**config.mk**
```make
export PLATFORM = sky130hd
export DESIGN_NAME = multicycle_ctrl
export DESIGN_NICKNAME = d
export VERILOG_FILES = /design/src/rtl/multicycle_ctrl.sv
export SDC_FILE = /design/constraint.sdc
export NUM_CORES = 1
export LEC_CHECK = 0
export ABC_CLOCK_PERIOD_IN_PS = 2300
export BUFFER_PORTS_ARGS = -buffer_cell sky130_fd_sc_hd__buf_2
export CAP_MARGIN = 20
export CORE_MARGIN = 3
export CORE_UTILIZATION = 50
export DETAILED_ROUTE_END_ITERATION = 8
export PLACE_DENSITY = 0.84
export REMOVE_ABC_BUFFERS = 1
export SYNTH_ARGS = -nofsm -noshare
export SYNTH_HDL_FRONTEND = slang
export SYNTH_SLANG_ARGS = --single-unit
```
**constraint.sdc**
```tcl
create_clock -name clk -period 2.3 [get_ports clk]
set_input_delay 0.46 -clock clk [delete_from_list [all_inputs] [get_ports clk]]
set_output_delay 0.46 -clock clk [all_outputs]
set_load 0.02 [all_outputs]
```
**src/rtl/multicycle_ctrl.sv**
```systemverilog
// multicycle_ctrl: main control FSM of the multi-cycle RV32I core.
// Sequences fetch/decode/execute/memory/writeback one step per clock,
// driving the shared-ALU and unified-memory selects, and flags illegal ops.
// Optional build macro: MEM_WAIT_EN (FETCH/MEMREAD/MEMWRITE stall on mem_ready).
module multicycle_ctrl #(
    parameter logic [3:0] RESET_STATE = 4'd0,
    parameter bit         TRAP_STICKY = 1'b1
) (
    input  logic       clk,
    input  logic       rst,
    input  logic [6:0] op,
    input  logic [2:0] funct3,
    input  logic       funct7b5,
    input  logic       Zero,
    input  logic       mem_ready,
    output logic       PCWrite,
    output logic       AdrSrc,
    output logic       MemWrite,
    output logic       IRWrite,
    output logic       RegWrite,
    output logic [1:0] ResultSrc,
    output logic [1:0] ALUSrcA,
    output logic [1:0] ALUSrcB,
    output logic [3:0] ALUControl,
    output logic [2:0] ImmSrc,
    output logic [2:0] AddressingControl,
    output logic       instr_done,
    output logic       trap
);

    typedef enum logic [3:0] {
        FETCH, DECODE, MEMADR, MEMREAD, MEMWB, MEMWRITE, EXEC_R, EXEC_I,
        ALUWB, BRANCH, JAL, JALR, JALR_PC, LUI, AUIPC, TRAP
    } state_t;

    localparam logic [3:0] ALU_ADD = 4'd0, ALU_SUB = 4'd1, ALU_AND = 4'd2,
                           ALU_OR  = 4'd3, ALU_XOR = 4'd4, ALU_SLT = 4'd5,
                           ALU_SLTU = 4'd6, ALU_SLL = 4'd7, ALU_SRL = 4'd8,
                           ALU_SRA = 4'd9, ALU_PASSB = 4'd10;

    localparam logic [6:0] OP_LOAD = 7'b0000011, OP_STORE = 7'b0100011,
                           OP_R = 7'b0110011, OP_I = 7'b0010011,
                           OP_BR = 7'b1100011, OP_JAL = 7'b1101111,
                           OP_JALR = 7'b1100111, OP_LUI = 7'b0110111,
                           OP_AUIPC = 7'b0010111;

    state_t state, nstate;
    logic   rdy;

`ifdef MEM_WAIT_EN
    assign rdy = mem_ready;
`else
    // Memory always completes in one cycle; mem_ready is intentionally unused.
    logic unused_mem_ready;
    assign unused_mem_ready = mem_ready;
    assign rdy = 1'b1;
`endif

    // funct3 -> ALU op for R/I arithmetic; alt selects SUB/SRA.
    function automatic logic [3:0] alu_dec(input logic [2:0] f3, input logic alt);
        case (f3)
            3'b000:  alu_dec = alt ? ALU_SUB : ALU_ADD;
            3'b001:  alu_dec = ALU_SLL;
            3'b010:  alu_dec = ALU_SLT;
            3'b011:  alu_dec = ALU_SLTU;
            3'b100:  alu_dec = ALU_XOR;
            3'b101:  alu_dec = alt ? ALU_SRA : ALU_SRL;
            3'b110:  alu_dec = ALU_OR;
            default: alu_dec = ALU_AND;
        endcase
    endfunction

    // State register; reset abandons any instruction in flight.
    always_ff @(posedge clk or negedge rst) begin
        if (!rst) state <= state_t'(RESET_STATE);
        else      state <= nstate;
    end

    // Next-state and Moore outputs (BRANCH PCWrite and mem_ready gating aside).
    always_comb begin
        nstate            = state;
        PCWrite           = 1'b0;
        AdrSrc            = 1'b0;
        MemWrite          = 1'b0;
        IRWrite           = 1'b0;
        RegWrite          = 1'b0;
        ResultSrc         = 2'b00;
        ALUSrcA           = 2'b00;
        ALUSrcB           = 2'b00;
        ALUControl        = ALU_ADD;
        ImmSrc            = 3'b000;
        AddressingControl = 3'b000;
        instr_done        = 1'b0;
        trap              = 1'b0;
        case (state)
            FETCH: begin
                ALUSrcB   = 2'b10;
                ResultSrc = 2'b10;
                IRWrite   = rdy;
                PCWrite   = rdy;
                nstate    = rdy ? DECODE : FETCH;
            end
            DECODE: begin
                ALUSrcA = 2'b01;
                ALUSrcB = 2'b01;
                ImmSrc  = (op == OP_JAL) ? 3'b011 : 3'b010;
                case (op)
                    OP_LOAD, OP_STORE: nstate = MEMADR;
                    OP_R:              nstate = EXEC_R;
                    OP_I:              nstate = EXEC_I;
                    OP_BR:             nstate = BRANCH;
                    OP_JAL:            nstate = JAL;
                    OP_JALR:           nstate = JALR;
                    OP_LUI:            nstate = LUI;
                    OP_AUIPC:          nstate = AUIPC;
                    default:           nstate = TRAP;
                endcase
            end
            MEMADR: begin
                ALUSrcA = 2'b10;
                ALUSrcB = 2'b01;
                ImmSrc  = (op == OP_LOAD) ? 3'b000 : 3'b001;
                nstate  = (op == OP_LOAD) ? MEMREAD : MEMWRITE;
            end
            MEMREAD: begin
                AdrSrc            = 1'b1;
                AddressingControl = funct3;
                nstate            = rdy ? MEMWB : MEMREAD;
            end
            MEMWB: begin
                ResultSrc         = 2'b01;
                RegWrite          = 1'b1;
                AddressingControl = funct3;
                instr_done        = 1'b1;
                nstate            = FETCH;
            end
            MEMWRITE: begin
                AdrSrc            = 1'b1;
                AddressingControl = funct3;
                MemWrite          = rdy;
                instr_done        = rdy;
                nstate            = rdy ? FETCH : MEMWRITE;
            end
            EXEC_R: begin
                ALUSrcA    = 2'b10;
                ALUControl = alu_dec(funct3, funct7b5);
                nstate     = ALUWB;
            end
            EXEC_I: begin
                ALUSrcA    = 2'b10;
                ALUSrcB    = 2'b01;
                // addi has no subtract form; only shifts honour funct7b5.
                ALUControl = alu_dec(funct3, (funct3 != 3'b000) && funct7b5);
                nstate     = ALUWB;
            end
            ALUWB: begin
                RegWrite   = 1'b1;
                instr_done = 1'b1;
                nstate     = FETCH;
            end
            BRANCH: begin
                ALUSrcA    = 2'b10;
                instr_done = 1'b1;
                nstate     = FETCH;
                case (funct3)
                    3'b000: begin ALUControl = ALU_SUB;  PCWrite = Zero;  end
                    3'b001: begin ALUControl = ALU_SUB;  PCWrite = !Zero; end
                    3'b100: begin ALUControl = ALU_SLT;  PCWrite = !Zero; end
                    3'b101: begin ALUControl = ALU_SLT;  PCWrite = Zero;  end
                    3'b110: begin ALUControl = ALU_SLTU; PCWrite = !Zero; end
                    3'b111: begin ALUControl = ALU_SLTU; PCWrite = Zero;  end
                    default: begin
                        ALUControl = ALU_SUB;
                        instr_done = 1'b0;
                        nstate     = TRAP;
                    end
                endcase
            end
            JAL, JALR_PC: begin
                ALUSrcA = 2'b01;
                ALUSrcB = 2'b10;
                PCWrite = 1'b1;
                nstate  = ALUWB;
            end
            JALR: begin
                ALUSrcA = 2'b10;
                ALUSrcB = 2'b01;
                nstate  = JALR_PC;
            end
            LUI: begin
                ALUSrcB    = 2'b01;
                ImmSrc     = 3'b100;
                ALUControl = ALU_PASSB;
                nstate     = ALUWB;
            end
            AUIPC: begin
                ALUSrcA = 2'b01;
                ALUSrcB = 2'b01;
                ImmSrc  = 3'b100;
                nstate  = ALUWB;
            end
            default: begin  // TRAP
                trap   = 1'b1;
                nstate = TRAP_STICKY ? TRAP : FETCH;
            end
        endcase
        // Reset must silence every line at once, not at the next edge.
        if (!rst) begin
            PCWrite           = 1'b0;
            AdrSrc            = 1'b0;
            MemWrite          = 1'b0;
            IRWrite           = 1'b0;
            RegWrite          = 1'b0;
            ResultSrc         = 2'b00;
            ALUSrcA           = 2'b00;
            ALUSrcB           = 2'b00;
            ALUControl        = 4'd0;
            ImmSrc            = 3'b000;
            AddressingControl = 3'b000;
            instr_done        = 1'b0;
            trap              = 1'b0;
        end
    end

endmodule

```
### After elaboration in Yosys (flattened, before gate mapping)

Cells that the tools add are included.

* equality and inequality tests: 30
* muxes and demuxes: 41
* reductions and logical operators: 22

Operator list (count)
* case mux 4 bit (8 select lines): 2
* case mux 4 bit (7 select lines): 2
* equality test 4 bit (second input constant): 7
* equality test 7 x 6 -> 1 bit (second input constant): 3
* equality test 7 bit (second input constant): 3
* two-way mux 1 bit: 19
* OR reduction 6 bit: 3
* equality test 4 x 3 -> 1 bit (second input constant): 4
* case mux 4 bit (4 select lines): 1
* OR reduction 15 bit: 1
* OR reduction 3 bit: 5
* equality test 7 x 5 -> 1 bit (second input constant): 2
* equality test 3 bit (second input constant): 4
* two-way mux 3 bit: 4
* case mux 2 bit (2 select lines): 3
* OR reduction 2 bit: 6
* case mux 3 bit (3 select lines): 1
* equality test 4 x 2 -> 1 bit (second input constant): 2
* two-way mux 4 bit: 2
* equality test 7 x 2 -> 1 bit (second input constant): 1
* equality test 3 x 2 -> 1 bit (second input constant): 2
* two-way mux 2 bit: 3
* case mux 1 bit (2 select lines): 3
* case mux 3 bit (2 select lines): 1
* other kinds (9): 9

* bits in registers: 4
* input port bits: 15
* output and inout bits: 23
* word-level logic and storage cells: 94

### Logic depth before layout (Yosys ltp)

Gate-level depths: netlist of run 1.

* depth in word-level cells: 6
* depth in mapped cells: 6
* gate-level depth less buffers: 4

### Worst setup path before layout of run 1

Ideal clock, no wire load.

* path kind: reg2out
* start point: reg state[0]
* end point: out IRWrite
* arrival: 1.503 ns
* required time: 1.840 ns
* setup slack: 0.337 ns
* cell stages (with the launch flop): 4
* path buffers: 2
* cells stage by stage: dfrtp_1 > buf_2 > buf_1 > nor4_1

* cells in the longest elaborated chain, start to end: 3

RTL lines
* start: declaration: RTL line 47 `state_t state, nstate;`
* start signal: assignment: RTL line 75 `if (!rst) state <= state_t'(RESET_STATE);`
* start signal: assignment: RTL line 76 `else state <= nstate;`
* zero test 4 bit: RTL line 95 `case (state)`
* two-way mux 1 bit: RTL line 95
* two-way mux 1 bit: RTL line 208 `if (!rst) begin`
* end: declaration: RTL line 19 `output logic IRWrite,`

No other way between the ends.

### Final worst setup path of run 1

* start point: reg state[1]
* end point: out ImmSrc[0]

* cells in the longest elaborated chain, start to end: 4
* elaborated cells on any way between the ends: 7
* classes of those cells: 4 x eq/ne; 2 x mux; 1 x reduce/logical

RTL lines
* equality test 4 bit: RTL line 95
* OR reduction 2 bit (no source line)
* case mux 3 bit (3 select lines) *: RTL line 95
* two-way mux 3 bit *: RTL line 208
* end: declaration: RTL line 25 `output logic [2:0] ImmSrc,`

Every way passes the cells marked *; elsewhere a longest branch is shown, timed or not.

==> results by group, run 1 <==
Yosys
  • Cell Area, Synth: 847.1 sq um
  • Seq cells post-synth: 4
  • Multiplexer share of the synthesized area: 1.182%
  • Post-synth top area cell: dfrtp_1
  • Post-Syn Instances: 120
  • EDFF count, synth: 0
  • Synth Area in Compound Gates: 24.22%
  • Distinct cell type count after synthesis: 49
  • YS warnings: 0
  • Async SR Flop Fraction: 100.0%
  • Top FF cell, synth: dfrtp_1
  • Sequential element share of the synthesized area: 11.82%
  • Largest family of logic cells by synthesized area: simple AND/OR/NAND/NOR gates
  • Synth top area share: 11.82%
  • Main area contributors after synthesis: dfrtp_1 (12%), nand2_1 (5.8%), nor2_1 (4.9%)
  • Mean post-synth cell area: 7.059 sq um
  • Adder-Cell Fraction of Synth Area: 0%
  • Xor and xnor fraction of the mapped netlist area: 5.022%
  • Synth Area in Simple Gates: 49.19%

Clock tree
  • Clk sinks: 4
  • Depth of the CTS H-tree: 1
  • Buffer depth of the longest clock path: 2
  • Skew-Pair Late Insertion Delay: 0.24 ns
  • Clock transition at path regs: 0.04 ns
  • TritonCTS clock tree: done
  • Clock buffer count from CTS: 3
  • Clock root cell: clkbuf_4

Cells and area
  • FF/Latch Area: 105.1 sq um
  • Area grow syn2layout: 27.33%
  • Fillers: 125
  • Biggest regs: state x4
  • Area of the multi-input gates: 686.9 sq um
  • Ratio of cells with drive above 1 in the final layout: 39.49%
  • # nets final: 174
  • Largest register FFs: 4
  • Ant diodes: 0
  • Most flops, register: state
  • Final Core Density: 69.18%
  • Commonest non-fill, non-tap cells in the layout: buf_2 (35), nand2_1 (13), nor2_1 (11)
  • Most common cell after layout, fill and taps aside: buf_2

Timing
  • RSZ-0062 raised after global routing: true
  • Slew Limit Fails: 0
  • Post-layout min period: 2.262 ns
  • Fmax: 442.1 MHz
  • Clk_skew: 0.004129 ns
  • Slew @ Worst Pin: 0.4830 ns
  • Min Hold Slack: 0.2561 ns
  • Rel. slew slack: 66.96%
  • Period utilisation layout: 98.35%
  • Final setup vio count: 0
  • Final Hold Vio Count: 0

Worst hold path
  • HP Class: input port to async pin

Die
  • Initial Utilization: 54.33%
  • Die Y: 47.16 um
  • # rows: 14
  • # IOs: 38
  • Core box area: 1559 sq um
  • Die Width: 47.16 um
  • Die area: 2224 sq um

Worst setup path
  • Worst path arrival time: 1.80 ns
  • Critical path capture point type: output port
  • R2R cell count: 6
  • CP max stage delay: 0.47 ns
  • R2R setup slack: 0.89 ns
  • WS Path Type: register to output port
  • Reg2reg end: state[2]
  • Slowest CP cell: dfrtp_2
  • WP data required: 1.84 ns
  • Worst-path cell chain: nor3_4 -> nand4_1 -> a2111oi_4 -> buf_4
  • Worst R2R Start: state[2]
  • Crit-path max FO: 8
  • Crit path max-delay family: simple AND/OR/NAND/NOR gates
  • Buf/Inv on CP: 1
  • CP Launch Type: register

Detailed routing
  • Vias: 1001
  • Drt pass-1 iters: 4
  • Iteration-0 DRC Markers: 15
  • DRC viols: 0
  • Drt wl/cell: 13.28 um
  • ANT nets after route: 0
  • Routed WL: 2.297 mm
  • Vias per inst: 5.786

Place
  • Port Buf Inserts: 36
  • Routability cong.: 0.8111
  • Hpwl dp: 1.755 mm

GRT
  • GRT overflow: 0
  • Largest net degree at the start of global routing: 17
  • Initial antenna violation count: 0
  • Number of global-route vias before repair: 816
  • Global-route wire length before repair: 3.532 mm
  • All-Layer GR Usage: 21.84%

Pwr
  • Design Power: 1165 uW
  • P_leak: 0.0004904 uW
  • Switch Pwr: 641.7 uW
  • Worst vdd ir: 0.7163 mV
  • P_int: 523.7 uW
  • PwrDens: 1081 nW/um^2
  • Sw frac: 55.06%
  • Comb power frac: 74.9%
  • Seq pwr share: 17.4%
  • Power share of the clock group: 7.7%

Job
  • Max Cap Violations: 0

Outcome
  • Status: finished clean
-- stage by stage --
stage	TNS (ns)	cells	setup WS, ns	area [sq um]
CTS	0	172	0.01249	1056
detailed placement	0	169	0.2006	1031
global placement	0	169	0.2281	1031
global route	-0.02970	173	-0.02075	1079
floorplan	0	111	0.1571	785.8
finish	0	173	0.03787	1079
-- power groups by stage --
stage	registers (uW)	clock network, uW	logic [uW]
after detailed placement	202	0	837
after CTS	204	87.6	840
final	203	89.5	873
after global routing	206	98.3	960
after global placement	197	0	816
after floorplan	241	0	535
-- Yosys cell counts (3+ instances only) --
cell type / instances
a21oi_1: 8
nor2_1: 11
nor2b_1: 4
inv_1: 3
nand3b_1: 3
buf_6: 3
and2_1: 5
clkbuf_1: 3
o21ai_1: 3
a31oi_1: 3
nor4_1: 3
nand2b_1: 3
nor3_1: 4
dfrtp_1: 4
xnor2_1: 3
nand2_1: 13
o21ai_0: 4
nand3_1: 3
-- cell type report --
type,count,share of cell area (%)
repair buffers,43,21.58
well taps,16,1.856
multi-input cells,104,63.69
flip-flops and latches,4,9.745
inverters,3,1.044
clock buffers,3,2.088
-- metal layers --
metal	GRT usage, %	part of all wire, %	vias to the layer above
met5	0	0	-
met4	7.182	2.1	0
met3	3.831	4.2	5
met2	35.77	49	31
met1	28.86	44	454
li1	-	-	511
-- how the worst max path moves through the flow --
stage | startpoint | to | slack [ns] | cells past startpoint
global route | state[1] | ImmSrc[0] | -0.02 | 4
finish | state[1] | ImmSrc[0] | 0.04 | 4
floorplan | state[0] | ImmSrc[0] | 0.16 | 4
global placement | op[4] | ImmSrc[0] | 0.23 | 6
detailed placement | op[4] | ImmSrc[0] | 0.20 | 6
CTS | state[0] | ImmSrc[0] | 0.01 | 5
-- cells by family (layout without fill, tap and decap cells) --
group / count (synthesis) / after routing
xor gates and xnor gates: 4 / 4
muxes: 1 / 1
DFF: 4 / 4
buffers and inverters: 12 / 49
and+or+nand+nor: 69 / 69
AOI/OAI and AO/OA: 30 / 30
-- repair_timing --
item / 4_1_cts / 5_1_grt
endpoints found under the hold margin: 0 / 0
setup buffers: 0 / 1
endpoints found under the setup margin: 1 / 4
gates resized for setup: 2 / 4
hold buffers: 0 / 0
Power figures use the tool's default switching activity.
==> run 2: changes to the inputs <==
- ABC_CLOCK_PERIOD_IN_PS: 2300 -> 2600
- CORE_UTILIZATION: 50 -> 47
- CTS_CLUSTER_SIZE: unset -> 28
- PLACE_DENSITY: 0.84 -> 0.8
- RECOVER_POWER: unset -> 25
- clock period: 2.3 -> 2.6 ns (I/O delays scaled with it)
==> run 2 against run 1 <==
Non-clock buffer count fell by 4; cell count rose by 2.3%; combinational power fell by 19%; setup slack improved by 0.19 ns; sequential share of layout area barely moved; clock power fell by 11%; first-iteration DRC count rose by 67%; die area rose by 5.6%; register-to-register slack improved by 0.21 ns; largest cell class unchanged; count of clock-buffer cells in the layout did not move; routed wire length fell by 1.1%.
==> results by group, run 2 (synthesis gave the netlist of run 1 again) <==
Timing
  • Slew @ Worst Pin: 0.5720 ns (+0.08899 ns)
  • Rel. slew slack: 61.51% (-5.5 points)
  • Fmax: 421.5 MHz
  • RSZ-0062 raised after global routing: false
  • Slew Limit Fails: 0 (unchanged)
  • Clk_skew: 0.01022 ns (+0.006091 ns)
  • Period utilisation layout: 91.24%
  • Post-layout min period: 2.372 ns
  • Final setup vio count: 0 (unchanged)
  • Final Hold Vio Count: 0 (unchanged)
  • PnR worst setup slack: 0.2278 ns (+0.1899 ns)
  • Setup TNS: 0 ns (unchanged)

Cells and area
  • Largest register FFs: 4 (unchanged)
  • Post-route cell area: 1035 sq um (-4.1%)
  • Ratio of cells with drive above 1 in the final layout: 34.64% (-4.8 points)
  • Commonest non-fill, non-tap cells in the layout: buf_2 (35), nand2_1 (13), nor2_1 (11)
  • Most flops, register: state
  • Final Core Density: 64.91% (-4.3 points)
  • Most common cell after layout, fill and taps aside: buf_2
  • # nets final: 170 (-2.3%)
  • Biggest regs: state x4
  • Area grow syn2layout: 22.16%
  • Ant diodes: 0 (unchanged)

Worst setup path
  • R2R setup slack: 1.10 ns (+0.21 ns)
  • Worst path arrival time: 1.85 ns (+0.05 ns)
  • WP data required: 2.08 ns (+0.24 ns)
  • WS Path Type: register to output port
  • Reg2reg end: state[2]
  • Worst-path cell chain: nor3_4 -> nand4_1 -> a2111oi_2 -> buf_2
  • Crit-path max FO: 15 (+7)
  • Slowest CP cell: dfrtp_2
  • CP Launch Type: register
  • Worst R2R Start: state[3]
  • R2R cell count: 5 (-1)
  • Critical path capture point type: output port
  • CP max stage delay: 0.52 ns (+0.05 ns)

Place
  • Routability cong.: 0.8866 (+9.3%)
  • Pre-CTS WS: 0.3867 ns (+0.1861 ns)
  • Hpwl dp: 1.798 mm (+2.5%)
  • Port Buf Inserts: 36 (unchanged)
  • Cell Area, Placed: 1018 sq um (-1.2%)

Clock tree
  • Clock transition at path regs: 0.04 ns (about the same)
  • Buffer depth of the longest clock path: 2 (unchanged)
  • Clock root cell: clkbuf_4
  • Clock buffer count from CTS: 3 (unchanged)
  • Clk sinks: 4 (unchanged)
  • TritonCTS clock tree: done
  • Cts hold-fix bufs: 0 (unchanged)
  • Depth of the CTS H-tree: 1 (unchanged)
  • Setup bufs post-CTS: 0 (unchanged)
  • Post_cts resized: 0 (-2)
  • Skew-Pair Late Insertion Delay: 0.24 ns (about the same)

Pwr
  • Comb power frac: 72.1% (-2.8 points)
  • PwrDens: 953.1 nW/um^2 (-12%)
  • P_int: 434.6 uW (-17%)
  • Seq pwr share: 19.8% (+2.4 points)
  • P_leak: 0.0004716 uW (-3.8%)
  • Power share of the clock group: 8.1% (+0.4 points)
  • Sw frac: 55.93% (+0.87 points)
  • Switch Pwr: 551.6 uW (-14%)
  • Worst vdd ir: 0.6072 mV (-15%)

Detailed routing
  • Drt wl/cell: 12.83 um (-3.4%)
  • Routed WL: 2.271 mm (-1.1%)
  • Drt pass-1 iters: 4 (unchanged)
  • DRC viols: 0 (unchanged)
  • ANT nets after route: 0 (unchanged)
  • Iteration-0 DRC Markers: 25 (+10)
  • Vias: 1018 (+1.7%)
  • Vias per inst: 5.751 (-0.60%)

GRT
  • Global-route wire length before repair: 4.015 mm (+14%)
  • Number of global-route vias before repair: 917 (+12%)
  • Initial antenna violation count: 0 (unchanged)
  • GRT overflow: 0 (unchanged)
  • All-Layer GR Usage: 20.19% (-1.6 points)
  • Largest net degree at the start of global routing: 16 (-1)

Die
  • Die area: 2348 sq um (+5.6%)
  • Die Y: 48.46 um (+2.7%)
  • Die Width: 48.46 um (+2.7%)
  • # rows: 14 (unchanged)
  • Core box area: 1594 sq um (+2.2%)
  • # IOs: 38 (unchanged)
  • Initial Utilization: 53.14% (-1.2 points)

Outcome
  • Status: finished clean

Job
  • Max Cap Violations: 0 (unchanged)

Worst hold path
  • HP Class: input port to async pin
==> run 2: power groups by stage <==
stage / Clock [uW] / Combinational (uW) / Sequential [uW]
after floorplan: 0 / 473 / 213
after global placement: 0 / 685 / 191
after detailed placement: 0 / 707 / 193
after CTS: 81.4 / 710 / 192
after global routing: 88.3 / 774 / 209
final: 79.5 / 711 / 195
==> run 2: how the worst max path moves through the flow <==
stage,startpoint,to,cells after the start,slack (ns)
after detailed placement,state[2],ImmSrc[0],5,0.39
after global placement,state[2],ImmSrc[0],5,0.40
final,state[2],ImmSrc[0],4,0.23
after floorplan,state[0],ImmSrc[0],4,0.40
after CTS,state[2],ImmSrc[0],5,0.12
after global routing,state[3],ImmSrc[0],5,0.12
==> run 2: layout make-up <==
class,count,area [sq um]
flip-flops and latches,4,101.3
multi-input cells,104,668.1
fillers,150,559.3
repair buffers,39,201.4
inverters,3,11.26
clock buffers,3,22.52
well taps,24,30.03
==> run 2: metal layers <==
layer	GRT usage, %	part of all wire (%)	up-vias
met1	25.28	44	482
met4	2.844	0	0
met5	0	0	-
met3	3.988	5.7	0
met2	36.47	51	31
li1	-	-	505
==> run 2: worst max-delay path: cells and delay by family (launching register included) <==
kind,cells,cell delay [ns]
compound gates,1,0.38
buf+inv,1,0.22
flops,1,0.52
simple gates,2,0.48
==> run 2: stage by stage <==
stage          hold slack [ns]  total power [uW]  instances
2_1_floorplan           0.2244             686.4        111
5_1_grt                 0.1435              1071        177
6_report                0.1348             986.2        177
3_5_place_dp            0.3912             900.0        174
4_1_cts                 0.1345             983.8        177
3_3_place_gp            0.3889             876.8        174
